**config.mk**
```make
export PLATFORM = sky130hd
export DESIGN_NAME = ro_measure_ctrl
export DESIGN_NICKNAME = d
export VERILOG_FILES = /design/src/rtl/ro_ctrl_pkg.sv /design/src/rtl/ro_edge_sync.sv /design/src/rtl/ro_measure_ctrl.sv
export SDC_FILE = /design/constraint.sdc
export NUM_CORES = 1
export LEC_CHECK = 0
export CORE_MARGIN = 3
export CORE_UTILIZATION = 50
export CTS_CLUSTER_DIAMETER = 50
export DETAILED_ROUTE_END_ITERATION = 10
export DONT_BUFFER_PORTS = 1
export PLACE_DENSITY_LB_ADDON = 0.25
export SYNTH_ARGS = -nofsm -noshare
export SYNTH_HDL_FRONTEND = slang
export SYNTH_HIERARCHICAL = 1
export SYNTH_SLANG_ARGS = --single-unit
```
**constraint.sdc**
```tcl
create_clock -name clk -period 3.1 [get_ports clk]
set_clock_uncertainty 0.15 [all_clocks]
set_input_delay 0.31 -clock clk [delete_from_list [all_inputs] [get_ports clk]]
set_output_delay 0.31 -clock clk [all_outputs]
set_load 0.02 [all_outputs]
```
**src/rtl/ro_ctrl_pkg.sv**
```systemverilog
// ro_ctrl_pkg: shared FSM encodings and counter helper for the ring-oscillator measurement controller
package ro_ctrl_pkg;
    localparam int ST_W = 2;
    localparam logic [ST_W-1:0] ST_IDLE   = 2'd0;
    localparam logic [ST_W-1:0] ST_SETTLE = 2'd1;
    localparam logic [ST_W-1:0] ST_GATE   = 2'd2;
    localparam logic [ST_W-1:0] ST_REPORT = 2'd3;

    function automatic logic [31:0] sat_inc(input logic [31:0] v, input logic [31:0] max);
        return v >= max ? max : v + 32'd1;
    endfunction
endpackage

```
**src/rtl/ro_edge_sync.sv**
```systemverilog
// ro_edge_sync: 2-flop synchroniser plus a history flop giving a one-cycle rising-edge pulse
module ro_edge_sync (
    input  logic clk,
    input  logic rst,
    input  logic d,
    output logic rise
);
    logic [2:0] s;

    always_ff @(posedge clk) begin
        if (rst) s <= '0;
        else s <= {s[1:0], d};
    end

    assign rise = s[1] & ~s[2];
endmodule

```
**src/rtl/ro_measure_ctrl.sv**
```systemverilog
// ro_measure_ctrl: enables one ring oscillator at a time, settles it, counts its edges over a gate window
module ro_measure_ctrl
    import ro_ctrl_pkg::*;
#(
    parameter int NUM_RO        = 4,
    parameter int SEL_W         = NUM_RO > 1 ? $clog2(NUM_RO) : 1,
    parameter int CNT_W         = 16,
    parameter int GATE_W        = 16,
    parameter int SETTLE_CYCLES = 8
) (
    input  logic              clk,
    input  logic              rst,
    input  logic              start,
    input  logic              scan,
    input  logic [SEL_W-1:0]  ro_sel,
    input  logic [GATE_W-1:0] gate_len,
    input  logic [NUM_RO-1:0] ro_clk_in,
    output logic [NUM_RO-1:0] ro_en,
    output logic              busy,
    output logic              res_valid,
    input  logic              res_ready,
    output logic [CNT_W-1:0]  res_count,
    output logic [SEL_W-1:0]  res_id,
    output logic              res_ovf
);
    localparam int SW1 = SEL_W + 1;
    localparam logic [SEL_W:0]    ro_last     = SW1'(NUM_RO - 1);
    localparam logic [CNT_W-1:0]  cnt_max     = '1;
    localparam logic [GATE_W-1:0] settle_last = GATE_W'(SETTLE_CYCLES - 1);

    logic [ST_W-1:0]   state, state_nxt;
    logic [SEL_W-1:0]  id, id_nxt;
    logic              scan_q;
    logic [GATE_W-1:0] gate_q, timer;
    logic [CNT_W-1:0]  cnt, cnt_nxt;
    logic              ovf, ovf_nxt;
    logic [NUM_RO-1:0] edges;
    logic              start_go, settle_done, gate_done, hs, more, hit;

    for (genvar i = 0; i < NUM_RO; i++) begin : g_sync
        ro_edge_sync u_sync (.clk(clk), .rst(rst), .d(ro_clk_in[i]), .rise(edges[i]));
    end

    // Masking edges with ro_en keeps out-of-range ids from counting anything.
    always_comb begin
        start_go    = state == ST_IDLE && start;
        settle_done = state == ST_SETTLE && timer == settle_last;
        gate_done   = state == ST_GATE && timer == gate_q - 1'b1;
        hs          = state == ST_REPORT && res_valid && res_ready;
        more        = scan_q && {1'b0, id} < ro_last;
        hit         = state == ST_GATE && |(edges & ro_en);
        state_nxt   = start_go ? ST_SETTLE : settle_done ? ST_GATE : gate_done ? ST_REPORT :
                      hs ? (more ? ST_SETTLE : ST_IDLE) : state;
        id_nxt      = start_go ? (scan ? '0 : ro_sel) : (hs && more) ? id + 1'b1 : id;
        cnt_nxt     = state == ST_SETTLE ? '0 : hit ? CNT_W'(sat_inc(32'(cnt), 32'(cnt_max))) : cnt;
        ovf_nxt     = state == ST_SETTLE ? 1'b0 : ovf | (hit && cnt == cnt_max);
    end

    always_ff @(posedge clk) begin
        if (rst) begin
            state     <= ST_IDLE;
            id        <= '0;
            scan_q    <= 1'b0;
            gate_q    <= '0;
            timer     <= '0;
            cnt       <= '0;
            ovf       <= 1'b0;
            ro_en     <= '0;
            res_valid <= 1'b0;
            res_count <= '0;
            res_id    <= '0;
            res_ovf   <= 1'b0;
        end else begin
            state <= state_nxt;
            id    <= id_nxt;
            timer <= state_nxt != state ? '0 : timer + 1'b1;
            cnt   <= cnt_nxt;
            ovf   <= ovf_nxt;
            ro_en <= (state_nxt == ST_SETTLE || state_nxt == ST_GATE) ? NUM_RO'(1) << id_nxt : '0;
            if (start_go) begin
                scan_q <= scan;
                gate_q <= gate_len == '0 ? GATE_W'(1) : gate_len;
            end
            if (gate_done) begin
                res_valid <= 1'b1;
                res_count <= cnt_nxt;
                res_id    <= id;
                res_ovf   <= ovf_nxt;
            end else if (hs) begin
                res_valid <= 1'b0;
            end
        end
    end

    assign busy = state != ST_IDLE;
endmodule
```
After elaboration in Yosys (flattened, before gate mapping)
Cells that the tools add are included.
- flip-flop bits (word level): 90
- latch bits: 0
- bits in writable memories: 0
- memory bits (read-only): 0
- output and inout bits: 25
- word-level logic and storage cells: 75
- memories kept: 0
- $add $sub $neg: 4
- $mul: 0
- div/mod/pow operators: 0
- $lt $le $gt $ge: 2
- equality and inequality tests: 9
- shift operators: 1
- multiplexer cells: 15
- bitwise gates (word level): 11
- reduce and logical (&&, ||, !) cells: 17
- operators with widths (operator ; number):
    16-bit 2-to-1 mux ; 4
    16-bit by 1-bit adder with 16-bit output, second input constant ; 2
    16-bit equality test ; 1
    16-bit equality test, second input constant ; 1
    16-bit by 3-bit equality test with 1-bit output, second input constant ; 1
    16-bit greater-or-equal comparator, second input constant ; 1
    16-bit zero test ; 1
    16-bit by 1-bit subtractor with 16-bit output, second input constant ; 1
    2-bit 2-to-1 mux ; 7
    1-bit logical AND ; 9
    2-bit equality test, second input constant ; 3
    1-bit inverter ; 5
    1-bit bitwise AND ; 4
    4-bit bitwise AND ; 1
    2-bit by 1-bit equality test with 1-bit output, second input constant ; 2
    1-bit 2-to-1 mux ; 4
    2-bit nonzero test ; 2
    2-bit OR reduction ; 2
    4-bit OR reduction ; 1
    1-bit by 2-bit left shift with 4-bit output, first input constant ; 1
    2-bit by 1-bit adder with 2-bit output, second input constant ; 1
    2-bit zero test ; 1
    2-bit less-than comparator, second input constant ; 1
    2-bit != test ; 1
    2 further kinds ; 2

Longest topological paths before layout
Gate-level depths: netlist (run 1).
- word-level depth: 11
- depth in mapped cells: 10
- mapped depth without buffers: 8

Cells and area by module
Netlist (run 1), hierarchy kept.
- by module, submodules not included (module ; times used ; cells an instance ; area each (um^2) ; sequential area each (um^2)):
    ro_measure_ctrl ; 1 ; 484 ; 4120.2 ; 1561.5
    ro_edge_sync ; 4 ; 7 ; 87.6 ; 60.1

Least setup slack after synthesis (run 1)
OpenSTA, ideal clock, no wires.
- path kind: register to register
- start point: reg gate_q[0]
- end point: reg res_count[10]
- setup time: 0.121 ns
- arrival time: 2.450 ns
- required time: 2.829 ns
- setup slack: 0.379 ns
- cell stages (with the launch flop): 10
- period minus slack after synthesis: 2.721 ns
- cells stage by stage: dfxtp_1 > inv_1 > ha_1 > nor3b_2 > and3_2 > xnor2_1 > a2111oi_4 > nand4_4 > buf_6 > mux2_4
- cells in the longest elaborated chain, start to end: 3
- RTL lines (item ; RTL line ; RTL):
    from (decl) ; ro_measure_ctrl.sv:34 ; logic [GATE_W-1:0] gate_q, timer;
    from (signal assigned) ; ro_measure_ctrl.sv:82 ; gate_q <= gate_len == '0 ? GATE_W'(1) : gate_len;
    16-bit by 1-bit subtractor with 16-bit output ; ro_measure_ctrl.sv:48 ; gate_done = state == ST_GATE && timer == gate_q - 1'b1;
    16-bit equality test ; ro_measure_ctrl.sv:48 ;
    1-bit logical AND ; ro_measure_ctrl.sv:48 ;
    to (signal assigned) ; ro_measure_ctrl.sv:86 ; res_count <= cnt_nxt;
    to (decl) ; ro_measure_ctrl.sv:22 ; output logic [CNT_W-1:0] res_count,
No other way between the ends.
A chain may end at the register's enable or synchronous reset.

Worst setup path after layout (run 1)
- start point: reg gate_q[0]
- end point: reg res_id[0]
- cells in the longest elaborated chain, start to end: 3
- RTL lines (item ; RTL line ; RTL):
    16-bit by 1-bit subtractor with 16-bit output ; ro_measure_ctrl.sv:48 ;
    16-bit equality test ; ro_measure_ctrl.sv:48 ;
    1-bit logical AND ; ro_measure_ctrl.sv:48 ;
    to (signal assigned) ; ro_measure_ctrl.sv:87 ; res_id <= id;
    to (decl) ; ro_measure_ctrl.sv:23 ; output logic [SEL_W-1:0] res_id,
No other way between the ends.

==> results, run 1 <==
- The area of the mapped netlist is roughly 4500 um^2.
- The kind of start point of the critical path is a flip-flop.
- The detailed-placement wirelength estimate is 7030 um.
- The via count of the first global-routing pass was 3,552.
- The portion of synthesized cell area occupied by the leading cell type is 0.403.
- The setup path with the least slack is of type reg -> reg.
- The weighted congestion at the end of routability-driven global placement is just over 0.9.
- For this design the static power due to leakage is between 0.0015 and 0.002 uW.
- Setup violations remaining at the end of the flow were counted as 0.
- At the later pin of the worst-skew pair, clock insertion delay measures 360 ps.
- Summing all non-filler instances in the final layout gives an area of between 4000 and 5000 um^2.
- The total clock buffers created by CTS is 9.
- The dominant register cell in the synthesized netlist is dfxtp_1.
- After layout, the minimum clock period comes to roughly 2900 ps.
- After detailed routing, the number of vias per cell comes to just under 6.
- In this run the vertical extent of the chip is between 100 and 150 um.
- The cell taking the most area after synthesis is dfxtp_1.
- STA puts the critical path data required time at between 3000 and 4000 ps.
- The global-route usage over all layers is 0.211.
- The number of antenna violations at the first check in global routing is 0.
- The first global-routing pass estimated 17,000 um of wire.
- Data on the critical path arrives at its endpoint at 3010 ps.
- The number of warnings reported in the yosys synthesis log is 6.
- For this run, the post-layout net count is around 560.
- The floorplan has 33 rows.
- Static timing analysis puts the maximum clock frequency at 349 MHz.
- The average detailed-routed wire length per instance is about 16 um.
- In the finished design, the share of the clock period the worst path needs comes to 0.924.
- The count of distinct cell types in the synthesized netlist is 65.
- The number of nets with antenna violations after routing is 0.
- The number of enable flip-flop cells after synthesis is 0.
- The area added between synthesis and finish is 11.5%.
- The initial utilization of the core area, before any placement, comes to 0.528.
- The synthesis-stage register bit count is 90.
- The final count of pins violating max slew is 0.
- In this run the power density over the cells is 459 nW/um^2.
- The number of filler cells placed in the layout is ~750.
- Synthesis produced a little over 500 cells.
- For this run, the share of the core covered by cells in the final layout is 0.589.
- The max-capacitance violation count is 0.
- The clock-pin slew on the worst setup and hold paths is 100 ps.
- The count of port buffers added during placement is 0.
- The overall via count from detail_route is ~3,700.
- The total detailed-routing wirelength is between 10,000 and 15,000 um.
- The number of standard cells in the layout, taps in and fillers out is approximately 640.
- Ranked by total cell area, the synthesized netlist is headed by dfxtp_1, xnor2_1, nand2_1.
- The type of the worst min-delay path is in -> reg.
- The maximum buffer depth of the clock tree is 2.
- The DRC violation count after routing is 0.
- Averaged over all synthesized cells, the footprint is ~8.7 um^2.
- Entering global routing, the biggest net connects 42 pins.
- The hold violation count in the final report was 0.
- The first-pass detailed-route iteration total is 4.
- The worst setup path is captured at a flip-flop.
- In this design, the stage delay of the slowest critical-path cell is between 400 and 500 ps.
- The slowest library cell on the worst path is a2111oi_4.
- The signal on the critical path passes through inv_1 -> ha_1 -> nor3b_4 -> and3_2 -> xnor2_1 -> a2111oi_4 -> and4_1 -> buf_4 -> mux2i_1.
- The share of final-layout standard cells stronger than drive strength 1 is 0.116.
- In this run the worst path has a maximum fanout of 21.
- The dominant cell by count in the synthesized netlist is dfxtp_1.
- The H-tree generated during clock tree synthesis spans 3 levels.
- The floorplan step defined a die boundary enclosing between 10,000 and 15,000 um^2.
- For the pin with the worst max-slew slack, the measured transition is 639 ps.
- The net count after synthesis is between 500 and 600.
- The cell count after placement is roughly 600.
- The die outline width is slightly above 100 um.
- The floorplan step defined a core boundary enclosing approximately 8500 um^2.
- Setup repair after global routing left no endpoint under its margin.
- The post-CTS setup buffer count is 0.
- The number of buffers and inverters on the critical path is 2.
- The number of top-level pins is 52.
- Setup total negative slack on the finished layout was measured at 0 ps.
- The initial detailed-routing violation count is ~220.
- The cell family contributing the most delay on the critical path is simple AND/OR/NAND/NOR gates.
- The diode insertion count for antenna repair is 0.
- The fraction of synthesis flops using an asynchronous set or reset pin is 0.
- The leftover overflow at the end of global routing is 0.
- Ranked by instance count, the synthesized netlist is headed by dfxtp_1, nand2_1, a21oi_1.
- The clock root buffer master is clkbuf_8.
- The flow ran to the end, and the final reports show no timing, DRC or antenna violations.
- The clock tree from TritonCTS is done.
- Of the synthesized area, sequential elements account for 0.403.
- The worst IR drop on VDD is 0.316 mV.
- Once placement finished, the instance area stood at 4560 um^2.
- The worst slew margin relative to its limit is 0.573.
- For this design, the sink count on the clock tree is 90.
## cell families after synthesis
family | synth area share
adders and majority gates | 0.0112
muxes | 0.0535
xor gates and xnor gates | 0.0803
and+or+nand+nor | 0.280
AOI/OAI and AO/OA | 0.133
DFF | 0.403
buffers and inverters | 0.0386
## sequential cells by signal, summed over array words and instances (netlist names)
signal and cells:
g_sync.u_sync/s 12, gate_q 16, cnt 16, ovf 1, state 2, timer 16
res_count 16, res_valid 1, res_ovf 1, scan_q 1, id 2, ro_en 4
res_id 2
## area by class of cell
class	count	area [um^2]	share of cell area
Multi-Input combinational cell	385	2510	0.503
Sequential cell	90	1800	0.362
Timing Repair Buffer	31	295	0.0593
Tap cell	105	131	0.0264
Clock buffer	9	124	0.0249
Clock inverter	7	71.3	0.0143
Inverter	14	52.6	0.0105
## cells in the final DEF, fill, tap and decap left out, drive strengths merged, types with 4 or more instances in the layout
cell type | Yosys | routed
dfxtp | 90 | 90
nand2 | 61 | 61
a21oi | 37 | 37
nand3 | 34 | 34
nor2b | 31 | 31
xnor2 | 29 | 29
o21ai | 25 | 25
nor2 | 24 | 24
dlygate4sd3 | 0 | 20
inv | 14 | 17
mux2 | 16 | 16
nor3 | 14 | 14
xor2 | 12 | 12
nor4 | 11 | 11
buf | 12 | 11
nand2b | 10 | 10
clkbuf | 11 | 9
nand4 | 8 | 8
and3 | 6 | 6
and2b | 5 | 5
nor3b | 5 | 5
and4 | 4 | 4
mux2i | 4 | 4
ha | 4 | 4
or4 | 4 | 4
## path summary, 6_finish.rpt
kind	start	cells past startpoint	end	slack [ps]
min	gate_len[0]	2	gate_q[0]$_SDFFE_PP0P_	50
min reg2reg	g_sync[1].u_sync/s[0]$_SDFF_PP0_	1	g_sync[1].u_sync/s[1]$_SDFF_PP0_	300
max reg2reg	gate_q[0]$_SDFFE_PP0P_	9	res_id[0]$_SDFFE_PP0P_	240
max	gate_q[0]$_SDFFE_PP0P_	9	res_id[0]$_SDFFE_PP0P_	240
## stage by stage
step	worst slack, ps	power (uW)	hold WS [ps]
global placement	285	1490	237
finish	237	2290	50.2
floorplan	379	1450	232
CTS	175	2300	16.7
detailed placement	204	1500	238
global route	29.1	2390	31.0
## metal layers
metal  vias up  share of wire  global-route usage
li1       1838              -                   -
met1      1741           0.48               0.296
met2       110           0.45               0.325
met3        14          0.055              0.0464
met4         0          0.014              0.0611
met5         -              0                   0
## report_power, final
part | switching (uW) | internal (uW)
sequential | 42.9 | 1180
clock | 468 | 313
combinational | 146 | 133
## repair_timing
| item | CTS | global route |
|---|---|---|
| setup endpoints to repair | 0 | 10 |
| hold buffers | 21 | 0 |
| resized for setup | 0 | 1 |
| hold endpoints to repair | 39 | 0 |
(Power assumes the default switching activity.)
==> run 2: changes to the inputs <==
--- a/config.mk
+++ b/config.mk
@@ -5,7 +5,6 @@
 export SDC_FILE = /design/constraint.sdc
 export NUM_CORES = 1
 export LEC_CHECK = 0
-export CORE_MARGIN = 3
 export CORE_UTILIZATION = 50
 export CTS_CLUSTER_DIAMETER = 50
 export DETAILED_ROUTE_END_ITERATION = 10
==> run 2 against run 1 <==
  * First-iteration DRC count down 29%
  * Core utilization down 1.3 points
  * Die area shrank 7.8%
  * Cell area up 0.33%
  * Sequential power about the same
  * Via count shrank 2.1%
  * Hold slack lost 43 ps
  * Critical path depth unchanged
  * Largest power group unchanged
==> results, run 2 (same netlist as run 1, synthesis figures left out) <==
- The die outline width was 96.6 um (-4.0%).
- The cell count after placement was 605 (+0.17%).
- The clock latency of the later-clocked register in the worst-skew pair is 360 ps (about the same).
- The first-pass detailed-route iteration total is 4 (unchanged).
- The leftover overflow at the end of global routing is 0 (unchanged).
- The H-tree depth is 3 (unchanged).
- The floorplan row count is 34 (+3.0%).
- The worst slew margin relative to its limit is 0.574 (+0.00132).
- The library cells used most frequently in the layout, excluding fill and tap cells, are dfxtp_1, nand2_1, a21oi_1, nand3_1, xnor2_1.
- The global-route usage over all layers is 0.223 (+0.0121).
- The overall via count from detail_route came to 3,625 (-2.1%).
- The type of destination of the critical path is a flip-flop.
- The top achievable clock speed came to 350 MHz (+0.29%).
- The post-detailed-route via-to-cell ratio is 5.63 (-2.6%).
- The total negative setup slack was 0 ps (unchanged).
- The final critical path time including I/O delays and setup was 2860 ps (-8.35 ps).
- The area enclosed by the die boundary is 9320 um^2 (-7.8%).
- The area of the core came to 8680 um^2 (+2.5%).
- The worst slack at placement is 119 ps (-85.2 ps).
- The run finished with clean final reports.
- The count of port buffers added during placement is 0 (unchanged).
- The via count of the first global-routing pass was 3,357 (-5.5%).
- The setup violation total in the final timing report is 0 (unchanged).
- The critical path data arrival time is 3000 ps (about the same).
- The period utilization came to 0.921 (-0.00269).
- The average detailed-routed wire length per instance is 15.4 um (-2.3%).
- The share of final-layout standard cells stronger than drive strength 1 is 0.116 (unchanged).
- The initial detailed-routing violation count is 154 (-29%).
- The number of nets with antenna violations after routing is 0 (unchanged).
- The critical path start-end classification is reg -> reg.
- Setup repair after global routing left no endpoint under its margin.
- The data required time of the worst path is 3240 ps (about the same).
- The final count of pins violating max slew is 0 (unchanged).
- The worst-margin pin slew is 637 ps (-1.97 ps).
- Relative to the synthesized area, the layout overhead comes to 11.8%.
- The number of standard cells in the layout, taps in and fillers out is 644 (+0.47%).
- The pin count of the biggest net entering global routing is 40 (-4.8%).
- The worst IR drop on VDD is 0.323 mV (+2.2%).
- The maximum buffer depth of the clock tree is 2 (unchanged).
- The logic depth of the worst register-to-register path was 9 (unchanged).
- The instance count along the most critical hold path was 2 (unchanged).
- The leakage power of the design is 0.00185 uW (+0.31%).
- The end-of-flow core utilization was 0.576 (-0.0126).
- The diode insertion count for antenna repair was 0 (unchanged).
- The clock tree from TritonCTS is done.
- The tree is rooted in a clkbuf_8.
- The maximum fanout count along the critical path came to 9 (-57%).
- The number of top-level pins is 52 (unchanged).
- The max-capacitance violation count is 0 (unchanged).
- The post-layout net count is 562 (unchanged).
- The weighted congestion at the end of routability-driven global placement is 0.826 (-9.0%).
- The overall power after layout is 2270 uW (-0.96%).
- The total power divided by cell area is 453 nW/um^2 (-1.3%).
- The DRC violation count after routing was 0 (unchanged).
- The smallest setup slack after layout is 245 ps (+8.35 ps).
- The starting density of the core came to 0.515 (-0.0130).
- The hold violation count in the final report is 0 (unchanged).
- The kind of start point of the critical path is a flip-flop.
- The total clock buffers created by CTS is 9 (unchanged).
- The detailed-placement wirelength estimate is 6710 um (-4.5%).
- The total detailed-routing wirelength was 9890 um (-1.9%).
- The clock-pin slew on the worst setup and hold paths was 100 ps (about the same).
- The TritonCTS sink count was 90 (unchanged).
- The die height is 96.6 um (-4.0%).
- Leaving out fill and tap cells, the most frequent cell in the layout is dfxtp_1.
- The first-pass GRT wire length is 15,800 um (-6.7%).
- The number of antenna violations at the first check in global routing came to 0 (unchanged).
- In this run the worst hold path is classified as in -> reg.
-- run 2: layer usage --
layer / track usage / part of all wire
met5: 0 / 0
met4: 0.0797 / 0.012
met3: 0.0438 / 0.058
met2: 0.369 / 0.48
met1: 0.287 / 0.45
-- run 2: final timing paths --
check / start / end / slack, ps
max: gate_q[0]$_SDFFE_PP0P_ / res_id[0]$_SDFFE_PP0P_ / 240
min: rst / res_count[4]$_SDFFE_PP0P_ / 7
max reg2reg: gate_q[0]$_SDFFE_PP0P_ / res_id[0]$_SDFFE_PP0P_ / 240
min reg2reg: g_sync[2].u_sync/s[0]$_SDFF_PP0_ / g_sync[2].u_sync/s[1]$_SDFF_PP0_ / 300
-- run 2: cell type report --
type / count / area, um^2
Fill cell: 792 / 3680
Inverter: 14 / 52.6
Multi-Input combinational cell: 385 / 2510
Tap cell: 108 / 135
Clock inverter: 7 / 62.6
Timing Repair Buffer: 31 / 310
Sequential cell: 90 / 1800
Clock buffer: 9 / 124
-- run 2: timing repair --
| item | CTS | global route |
|---|---|---|
| setup buffers | 0 | 1 |
| endpoints found under the setup margin | 0 | 13 |
| resized for setup | 0 | 2 |
| hold buffers | 21 | 1 |
| hold endpoints to repair | 37 | 1 |
-- run 2: metrics by stage --
step,hold WS (ps),area (um^2)
after global placement,236,4550
final,7.38,5000
after floorplan,232,4470
after detailed placement,236,4550
after CTS,1.42,4960
after global routing,8.48,5000
-- run 2: worst max-delay path, cell delays in order (launching register included) --
cell and delay (ps):
dfxtp_1 460, inv_1 100, ha_1 220, nor3b_4 180, and3_2 260, xnor2_1 160, a2111oi_4 450, and4_1 380
buf_4 230, mux2i_1 190
-- run 2: where the power goes --
part	leakage [uW]	internal, uW	total (uW)	switching, uW
sequential	0.000731	1180	1220	38.3
clock	0.0000912	308	766	458
combinational	0.00103	130	278	147
total	0.00185	1620	2270	644
==> run 3: changes to the inputs <==
--- a/config.mk
+++ b/config.mk
@@ -5,10 +5,10 @@
 export SDC_FILE = /design/constraint.sdc
 export NUM_CORES = 1
 export LEC_CHECK = 0
+export CORE_MARGIN = 5
 export CORE_UTILIZATION = 50
 export CTS_CLUSTER_DIAMETER = 50
 export DETAILED_ROUTE_END_ITERATION = 10
-export DONT_BUFFER_PORTS = 1
 export PLACE_DENSITY_LB_ADDON = 0.25
 export SYNTH_ARGS = -nofsm -noshare
 export SYNTH_HDL_FRONTEND = slang
==> run 3 against run 2 <==
  * Sequential power barely moved
  * Clock power rose by 3.4%
  * Die area rose by 17%
  * Routed wire length rose by 3.4%
  * Core utilization rose by 3.0 points
  * First-iteration DRC count rose by 25%
  * Highest routed layer unchanged
==> results, run 3 (same netlist as run 1, synthesis figures left out) <==
- The run finished with clean final reports.
- The number of standard cells in the layout, taps in and fillers out is 676 (+5.0%).
- Setup repair after global routing left no endpoint under its margin.
- The initial detailed-routing violation count is 193 (+25%).
- The clock-pin slew on the worst setup and hold paths is 90 ps (about the same).
- The final count of pins violating max slew came to 0 (unchanged).
- The beginning of the worst hold path is rst.
- The total negative setup slack was 0 ps (unchanged).
- The register share of total power is 0.526 (-0.013).
- STA classifies the critical path endpoint as a flip-flop.
- The top achievable clock speed is 348 MHz (-0.65%).
- The floorplan row count is 34 (unchanged).
- The overall via count from detail_route came to 3,819 (+5.4%).
- The first-pass GRT wire length is 17,500 um (+10%).
- The number of nets with antenna violations after routing is 0 (unchanged).
- The leakage power of the design is 0.00195 uW (+5.3%).
- The clock tree from TritonCTS is done.
- The DRC violation count after routing was 0 (unchanged).
- The setup violation total in the final timing report is 0 (unchanged).
- The hold violation count in the final report was 0 (unchanged).
- The post-CTS setup buffer count is 0 (unchanged).
- The starting density of the core was 0.513 (-0.00251).
- The internal power is 1650 uW (+1.6%).
- The detailed-placement wirelength estimate is 7470 um (+11%).
- The worst slew margin relative to its limit came to 0.598 (+0.0236).
- The post-layout net count came to 594 (+5.7%).
- The critical path data arrival time came to 3030 ps (+30 ps).
- The tree is rooted in a clkbuf_8.
- The area enclosed by the die boundary was 10,900 um^2 (+17%).
- The power share of the clock group is 0.341 (+0.003).
- The number of top-level pins is 52 (unchanged).
- The worst setup path is launched from a flip-flop.
- The worst IR drop on VDD is 0.259 mV (-20%).
- The cell count after placement is 660 (+9.1%).
- The period utilization is 0.927 (+0.00601).
- The weighted congestion at the end of routability-driven global placement is 0.830 (+0.40%).
- The net switching power figure is 675 uW (+4.8%).
- The startpoint identified for the worst register-to-register timing path is gate_q[0]$_SDFFE_PP0P_.
- The post-detailed-route via-to-cell ratio is 5.65 (+0.36%).
- The maximum buffer depth of the clock tree came to 2 (unchanged).
- The pin count of the biggest net entering global routing is 53 (+33%).
- The global-route usage over all layers came to 0.189 (-0.0336).
- The slowest library cell on the worst path is dfxtp_1.
- The H-tree depth was 3 (unchanged).
- The library cells used most frequently in the layout, excluding fill and tap cells, are dfxtp_1, nand2_1, clkdlybuf4s50_1, a21oi_1, nand3_1.
- The total clock buffers created by CTS is 9 (unchanged).
- The area of the core is 8720 um^2 (+0.49%).
- The total power divided by cell area is 440 nW/um^2 (-2.9%).
- The peak per-stage delay on the critical path is 370 ps (-90 ps).
- The final critical path time including I/O delays and setup came to 2870 ps (+18.6 ps).
- The leftover overflow at the end of global routing is 0 (unchanged).
- The die height is 105 um (+8.3%).
- The average detailed-routed wire length per instance is 15.1 um (-1.5%).
- The area growth from synthesis to layout is 18.2%.
- The max-capacitance violation count is 0 (unchanged).
- Leaving out fill and tap cells, the most frequent cell in the layout is dfxtp_1.
- The clock latency of the later-clocked register in the worst-skew pair was 370 ps (about the same).
- The worst-margin pin slew is 601 ps (-36.1 ps).
- The maximum fanout count along the critical path is 21 (+12).
- The total detailed-routing wirelength is 10,200 um (+3.4%).
- The die outline width is 105 um (+8.3%).
- The type of the worst min-delay path is in -> reg.
- The switching power share of the total came to 0.290 (+0.00625).
- The critical path starts at gate_q[0]$_SDFFE_PP0P_.
- The number of antenna violations at the first check in global routing is 0 (unchanged).
- The first-pass detailed-route iteration total is 5 (+1).
- The signal on the critical path passes through inv_1 -> ha_1 -> nor3b_2 -> buf_4 -> a21oi_1 -> nor4_1 -> and4_1 -> and4_1 -> buf_4 -> mux2i_1.
- The number of resized instances in the post-cts repair step is 0 (unchanged).
- The count of port buffers added during placement came to 51 (+51).
- The share of final-layout standard cells stronger than drive strength 1 is 0.113 (-0.00300).
- The via count of the first global-routing pass was 3,738 (+11%).
- The data required time of the worst path is 3250 ps (about the same).
- The diode insertion count for antenna repair is 0 (unchanged).
- The critical path is of the reg -> reg type.
- The combinational group share of total power is 0.133 (+0.010).
- The total of hold buffers inserted after clock tree synthesis was 0 (-100%).
- The TritonCTS sink count was 90 (unchanged).
run 3: cell types whose count changed in the layout (fill, tap and decap cells not counted), sizes merged:
| cell | previous run | this run |
|---|---|---|
| buf | 10 | 13 |
| clkdlybuf4s50 | 0 | 50 |
| clkinv | 2 | 3 |
| clkinvlp | 2 | 1 |
| dlygate4sd3 | 21 | 0 |
run 3: worst paths after layout:
| check | endpoint | slack (ps) | cells past startpoint |
|---|---|---|---|
| worst max-delay path | res_id[1]$_SDFFE_PP0P_ | 230 | 10 |
| worst min-delay path | state[1]$_SDFF_PP0_ | 130 | 2 |
| worst max register to register | res_id[1]$_SDFFE_PP0P_ | 230 | 10 |
| worst min register to register | g_sync[3].u_sync/s[1]$_SDFF_PP0_ | 300 | 1 |
run 3: critical path, delay by kind of cell, from the launching register on:
kind | cells | cell delay, ps
AND/OR/NAND/NOR | 4 | 1170
buffers and inverters | 3 | 570
flip-flops | 1 | 370
adder cells (fa/ha/maj) | 1 | 280
multiplexers | 1 | 200
AO/OA/AOI/OAI | 1 | 60
run 3: layout make-up:
| class | count | area, um^2 |
|---|---|---|
| clock inverters | 7 | 72.6 |
| fillers | 779 | 3440 |
| flip-flops and latches | 90 | 1800 |
| well taps | 108 | 135 |
| multi-input cells | 385 | 2500 |
| repair buffers | 63 | 596 |
| clock buffers | 9 | 124 |
| inverters | 14 | 52.6 |
run 3: per-layer routing:
layer  routed length [um]  global-route usage  vias to the layer above
met5                    0                   0                        -
met1                 4680               0.247                     1790
li1                     -                   -                     1907
met3                  560              0.0462                       19
met2                 4770               0.308                      103
met4                  207              0.0611                        0
run 3: metrics by stage:
step	cell area [um^2]	power, uW	util	setup WS (ps)	hold slack [ps]
2_1_floorplan	4470	1450	-	379	232
3_3_place_gp	5090	1550	0.583	342	267
3_5_place_dp	5090	1560	0.583	226	276
4_1_cts	5280	2340	0.606	217	107
5_1_grt	5280	2430	0.606	39.8	126
6_report	5280	2320	0.606	226	127
run 3: power groups by stage:
stage / clock [uW] / sequential (uW) / combinational, uW
after detailed placement: 0 / 1250 / 308
final: 792 / 1220 / 310
after CTS: 808 / 1220 / 309
after floorplan: 0 / 1240 / 210
after global placement: 0 / 1250 / 301
after global routing: 859 / 1230 / 340
